[config.mk]
export PLATFORM = sky130hd
export DESIGN_NAME = idct_row_accum
export DESIGN_NICKNAME = d
export VERILOG_FILES = /design/src/rtl/idct_row_accum.sv
export SDC_FILE = /design/constraint.sdc
export NUM_CORES = 1
export LEC_CHECK = 0
export ABC_AREA = 1
export BUFFER_PORTS_ARGS = -buffer_cell sky130_fd_sc_hd__buf_4
export CORE_MARGIN = 2
export CORE_UTILIZATION = 25
export CTS_CLUSTER_DIAMETER = 200
export CTS_CLUSTER_SIZE = 28
export DETAILED_ROUTE_END_ITERATION = 6
export GPL_ROUTABILITY_DRIVEN = 0
export PLACE_DENSITY_LB_ADDON = 0.3
export SETUP_SLACK_MARGIN = 0.05
export SYNTH_ARGS = -nofsm -noshare
export SYNTH_HDL_FRONTEND = slang
export SYNTH_SLANG_ARGS = --single-unit
[constraint.sdc]
create_clock -name clk -period 3.4 [get_ports clk]
set_input_delay 0.34 -clock clk [delete_from_list [all_inputs] [get_ports clk]]
set_output_delay 0.34 -clock clk [all_outputs]
set_load 0.05 [all_outputs]
[src/rtl/idct_row_accum.sv]
// idct_row_accum
//   Accumulates ACC_LEN signed products from the multiplier-wrapper stage into
//   one IDCT row sample. The sample is rounded and shifted right by SHIFT, then
//   saturated to OUT_BITWIDTH bits. Finished samples wait in a 2-entry FIFO
//   until the downstream stage takes them.
//
// Ports
//   clk        clock; all state changes on the rising edge
//   racc       asynchronous active-high reset
//   P          signed 32-bit product
//   p_valid    P holds a product this cycle
//   rapx       approximate mode: P[7:0] is treated as zero
//   flush      drops the partial sum and term count on the next edge
//   in_ready   a product is accepted this cycle (registered)
//   out_data   signed head entry of the output FIFO
//   out_valid  out_data is valid
//   out_ready  downstream takes out_data when out_valid is 1
//   term_cnt   number of terms in the current partial sum
//   sat_flag   sticky; set once any output sample was clamped
module idct_row_accum #(
  parameter int ACC_LEN      = 8,
  parameter int OUT_BITWIDTH = 16,
  parameter int SHIFT        = 16
) (
  input  logic                            clk,
  input  logic                            racc,
  input  logic signed [31:0]              P,
  input  logic                            p_valid,
  input  logic                            rapx,
  input  logic                            flush,
  output logic                            in_ready,
  output logic signed [OUT_BITWIDTH-1:0]  out_data,
  output logic                            out_valid,
  input  logic                            out_ready,
  output logic [$clog2(ACC_LEN):0]        term_cnt,
  output logic                            sat_flag
);

  localparam int LOG_LEN = $clog2(ACC_LEN);
  localparam int CNT_W   = LOG_LEN + 1;
  localparam int ACC_W   = 32 + LOG_LEN + 1;
  // One extra bit so that adding the rounding constant can never wrap.
  localparam int RND_W   = ACC_W + 1;

  localparam logic signed [RND_W-1:0] RND_HALF = RND_W'(1) << (SHIFT - 1);
  localparam logic signed [RND_W-1:0] OUT_MAX  = (RND_W'(1) << (OUT_BITWIDTH - 1)) - RND_W'(1);
  localparam logic signed [RND_W-1:0] OUT_MIN  = -(RND_W'(1) << (OUT_BITWIDTH - 1));

  typedef enum logic [1:0] {
    IDLE = 2'd0,
    ACC  = 2'd1,
    FULL = 2'd2
  } state_t;

  // Round half up, then arithmetic shift.
  function automatic logic signed [RND_W-1:0] round_shift(input logic signed [ACC_W-1:0] s);
    logic signed [RND_W-1:0] t;
    t = $signed({s[ACC_W-1], s}) + RND_HALF;
    return t >>> SHIFT;
  endfunction

  function automatic logic is_clamped(input logic signed [RND_W-1:0] r);
    return (r > OUT_MAX) || (r < OUT_MIN);
  endfunction

  function automatic logic signed [OUT_BITWIDTH-1:0] saturate(input logic signed [RND_W-1:0] r);
    logic signed [OUT_BITWIDTH-1:0] q;
    if (r > OUT_MAX)      q = OUT_MAX[OUT_BITWIDTH-1:0];
    else if (r < OUT_MIN) q = OUT_MIN[OUT_BITWIDTH-1:0];
    else                  q = r[OUT_BITWIDTH-1:0];
    return q;
  endfunction

  state_t                          state_p1, state_nxt;
  logic signed [ACC_W-1:0]         acc_p1, acc_nxt;
  logic [CNT_W-1:0]                cnt_nxt;
  logic [1:0]                      fifo_cnt_p1, fifo_cnt_nxt;
  logic signed [OUT_BITWIDTH-1:0]  ent0_p1, ent0_nxt;
  logic signed [OUT_BITWIDTH-1:0]  ent1_p1, ent1_nxt;

  logic                            accept, last_term, push, pop;
  logic signed [31:0]              p_mask;
  logic signed [ACC_W-1:0]         p_ext, sum;
  logic signed [RND_W-1:0]         rnd;
  logic signed [OUT_BITWIDTH-1:0]  res;
  logic                            clamp;

  assign p_mask = rapx ? $signed({P[31:8], 8'h00}) : P;
  assign p_ext  = $signed({{(ACC_W-32){p_mask[31]}}, p_mask});
  assign sum    = acc_p1 + p_ext;
  assign rnd    = round_shift(sum);
  assign res    = saturate(rnd);
  assign clamp  = is_clamped(rnd);

  // in_ready is decoded from the state register only, so out_ready never
  // reaches it combinationally; a freed slot shows up one cycle after the pop.
  assign in_ready  = (state_p1 != FULL);
  assign out_valid = (fifo_cnt_p1 != 2'd0);
  assign out_data  = ent0_p1;

  always_comb begin
    accept    = p_valid && in_ready;
    last_term = (term_cnt == CNT_W'(ACC_LEN - 1));
    // A flush on the final term discards the sum, so nothing is pushed.
    push      = accept && last_term && !flush;
    pop       = out_ready && (fifo_cnt_p1 != 2'd0);

    acc_nxt = acc_p1;
    cnt_nxt = term_cnt;
    if (flush) begin
      // The coincident product starts a fresh sum as term 1.
      if (accept) begin
        acc_nxt = p_ext;
        cnt_nxt = CNT_W'(1);
      end else begin
        acc_nxt = '0;
        cnt_nxt = '0;
      end
    end else if (accept) begin
      if (last_term) begin
        acc_nxt = '0;
        cnt_nxt = '0;
      end else begin
        acc_nxt = sum;
        cnt_nxt = term_cnt + CNT_W'(1);
      end
    end

    // Two-entry FIFO with ent0 always the head; a pop shifts ent1 forward.
    fifo_cnt_nxt = fifo_cnt_p1;
    ent0_nxt     = ent0_p1;
    ent1_nxt     = ent1_p1;
    case ({push, pop})
      2'b10: begin
        if (fifo_cnt_p1 == 2'd0) ent0_nxt = res;
        else                     ent1_nxt = res;
        fifo_cnt_nxt = fifo_cnt_p1 + 2'd1;
      end
      2'b01: begin
        ent0_nxt     = ent1_p1;
        fifo_cnt_nxt = fifo_cnt_p1 - 2'd1;
      end
      2'b11: begin
        if (fifo_cnt_p1 == 2'd1) begin
          ent0_nxt = res;
        end else begin
          ent0_nxt = ent1_p1;
          ent1_nxt = res;
        end
      end
      default: ;
    endcase
  end

  always_comb begin
    state_nxt = state_p1;
    if (fifo_cnt_nxt == 2'd2)  state_nxt = FULL;
    else if (cnt_nxt == '0)    state_nxt = IDLE;
    else                       state_nxt = ACC;
  end

  // ---- stage p1: accumulator, control and FIFO head ----
  always_ff @(posedge clk or posedge racc) begin
    if (racc) begin
      state_p1    <= IDLE;
      acc_p1      <= '0;
      term_cnt    <= '0;
      fifo_cnt_p1 <= 2'd0;
      ent0_p1     <= '0;
      sat_flag    <= 1'b0;
    end else begin
      state_p1    <= state_nxt;
      acc_p1      <= acc_nxt;
      term_cnt    <= cnt_nxt;
      fifo_cnt_p1 <= fifo_cnt_nxt;
      ent0_p1     <= ent0_nxt;
      if (push && clamp) sat_flag <= 1'b1;
    end
  end

  // Second FIFO slot is only read when fifo_cnt_p1 says it is occupied.
  always_ff @(posedge clk) begin
    ent1_p1 <= ent1_nxt;
  end

endmodule

==> metrics.cfg <==
[run_status]
status=finished clean

[route]
avgViaCountPerCell=4.50
route.vias.total=7338
wire_per_inst_um=13.8
postRouteAntennaNets=0
drc=0
routed_wl_mm=22.5
first_iter_violations=470
drtPass1Iterations=4

[clock_network]
cts-htree-levels=3
cts.sinks=77
cts.root.buffer_cell=clkbuf_16
clk_pin_slew_ns=0.07
numCtsBuffers=9
insertion_delay_ns=0.36
tritoncts=done
ctsLongestPathBuffers=2
ctsHoldBuffers=0

[sta]
period_share_pct=95.3
final-setup-viol-count=0
rsz0062_at_grt=true
fmax_mhz=309
clock_skew_ns=0.0130
tightest_slew_ns=0.565
relSlewSlack_pct=62.3
tns_ns=0
maxSlewViolCount=0
min_period_ns=3.24
hold_ws_ns=0.0271
hold_viol_final=0

[grt]
grt_max_degree=39
globalRouteOverflowTotal=0
grt_antenna_before_repair=0
grt_pass1_wl_mm=35.9
grt_use_total_pct=15.4
grt_pass1_vias=7087

[floorplan]
ioPinCount=61
die_h_um=172
rows=61
initial_core_util_pct=25.4
dieWidth_um=172
dieArea_um2=29600
core_um2=27800

[power]
powerDensity_nw_per_um2=1090
p_leak_nw=4.69
power_mw=10.8
vdd_drop_max_uv=394

[finish]
drive_above_1_share_pct=36.8
seqCellArea_um2=2010
fin_cells=1632
syn_to_final_growth_pct=40.8
diodes=0
final_area_um2=9950
final_common_cell=nand2_1
multi_input_area_um2=5070
final_cell_mix=229 x nand2_1, 197 x buf_4, 127 x inv_1, 102 x nor2_1, 79 x nand2_2
fillers=3007
fin_nets=1326

[synth]
synth_seq_cells=77
synth-simple-area-share_pct=38.6
yosysWarnings=0
async_flop_share_pct=79.2
ys_seq_area_share_pct=28.4
synthCells=1054
synthXorXnorAreaFrac_pct=2.57
synth_compound_area_share_pct=14.2
syn-num-nets=1131
synth_area_um2=7060
yosysUniqueCellTypes=48
synth_edf_count=16
synth_top_family_by_area=simple AND/OR/NAND/NOR gates
synth_fa_ha_area_share_pct=7.01
synthMuxAreaShare_pct=0
syn_avg_cell_area_um2=6.70
synth_flop_cell=dfrtp_1

[worst_setup_path]
critPathMostFrequentCell=nand2_1
crit_path_max_fanout=8
cp_cell_sequence=ha_2 > inv_2 > fa_2 > o21ai_4 > nand2_2 > nand2_4 > nand2_1 > nand2_2 > nand2_2 > nand2_2 > xor2_2 > nor2_1 > nand2_1 > nor2_1 > nand2_1 > nand2_1 > nand2_1 > inv_2 > nand2_1 > nor2_2 > nand2_2 > nand2_4 > clkbuf_16 > nand2_4
critical-path-max-stage-delay_ns=0.37
crit_type=reg2reg
crit_path_start=acc_p1[0]$_DFFE_PP0P_
arrival_ns=3.35
critPathSlowestCell=fa_2
required_ns=3.51
reg2regPathDepth=24
critPathLaunchType=register
end_kind=register
r2r-end=ent1_p1[1]$_DFFE_PP_
reg2reg_slack_ns=0.16
r2r_start=acc_p1[0]$_DFFE_PP0P_
endpoint=ent1_p1[1]$_DFFE_PP_

[placed_design]
dp.cells=1602
dpl-instance-area_um2=8920
hpwl_mm=18.0
io_buffers=60

[min_path]
hold_class=in2async

[job]
cap_viol_max_count=0

metrics by stage:
step,worst slack [ns],utilization [%]
2_1_floorplan,0.0266,-
3_3_place_gp,-0.206,32.1
3_5_place_dp,-0.222,32.1
4_1_cts,0.0194,33.4
5_1_grt,-0.0571,35.8
6_report,0.161,35.8
area by class of cell:
type | instances | share of cell area [%]
Inverter | 143 | 5.47
Clock inverter | 7 | 0.641
Tap cell | 378 | 4.75
Sequential cell | 77 | 20.2
Multi-Input combinational cell | 817 | 51.0
Clock buffer | 9 | 2.26
Timing Repair Buffer | 201 | 15.7
worst min-delay path by stage:
stage	startpoint	endpoint	slack, ns	cells past startpoint
final	racc	out_data[5]$_DFFE_PP0P_	0.03	2
after global routing	racc	out_data[5]$_DFFE_PP0P_	0.07	2
after CTS	racc	out_data[5]$_DFFE_PP0P_	0.05	2
after detailed placement	racc	term_cnt[2]$_DFF_PP0_	0.42	2
after global placement	racc	term_cnt[2]$_DFF_PP0_	0.43	2
after floorplan	flush	term_cnt[2]$_DFF_PP0_	0.42	1
routing by layer:
layer / wire (um) / GRT usage [%]
met5: 0 / 0
met4: 286 / 4.75
met3: 936 / 2.36
met2: 10200 / 24.1
met1: 11000 / 21.8
what timing repair did:
item                                    in CTS  in global routing
setup buffers                                1                 11
pin swaps                                    1                 37
gates cloned                                 0                  2
gates resized for setup                     14                129
endpoints found under the setup margin      25                 33
flip-flops by register name, indices dropped and copies added (netlist names):
signal / count
acc_p1: 36
sat_flag: 1
ent1_p1: 16
term_cnt: 4
fifo_cnt_p1: 2
state_p1: 2
out_data: 16
power breakdown:
part	total, mW	internal, mW	switching [mW]	leakage, nW
Combinational	8.23	3.39	4.84	3.68
Clock	0.990	0.513	0.477	0.136
Sequential	1.58	1.36	0.228	0.869
Total	10.8	5.26	5.55	4.69
logic make-up after synthesis:
| kind of cell | after synthesis |
|---|---|
| XOR/XNOR | 19 |
| adder cells (fa/ha/maj) | 39 |
| AND/OR/NAND/NOR | 582 |
| buffers and inverters | 161 |
| AO/OA/AOI/OAI | 176 |
| flip-flops | 77 |
cell usage after synthesis, types with 11 or more instances:
| library cell | count | area share (%) |
|---|---|---|
| nand3_1 | 54 | 3.8 |
| nor3_1 | 11 | 0.78 |
| nand2_2 | 57 | 5.0 |
| clkbuf_1 | 12 | 0.64 |
| xor2_1 | 15 | 1.9 |
| nor2_1 | 135 | 7.2 |
| ha_1 | 38 | 6.7 |
| inv_1 | 134 | 7.1 |
| a21oi_1 | 74 | 5.2 |
| nand2_4 | 12 | 1.9 |
| edfxtp_1 | 16 | 6.8 |
| a31oi_1 | 23 | 2.0 |
| dfrtp_1 | 61 | 22 |
| nand2_1 | 260 | 14 |
| o21ai_0 | 45 | 3.2 |
| nand4_1 | 12 | 1.1 |
critical path, delay by kind of cell (launching register included):
family	cells	cell delay, ns
buf+inv	3	0.29
simple gates	17	1.49
compound gates	1	0.21
fa+ha+maj	2	0.56
flops	1	0.36
xor+xnor	1	0.10
Note: power is estimated with default switching activity, not from simulation.
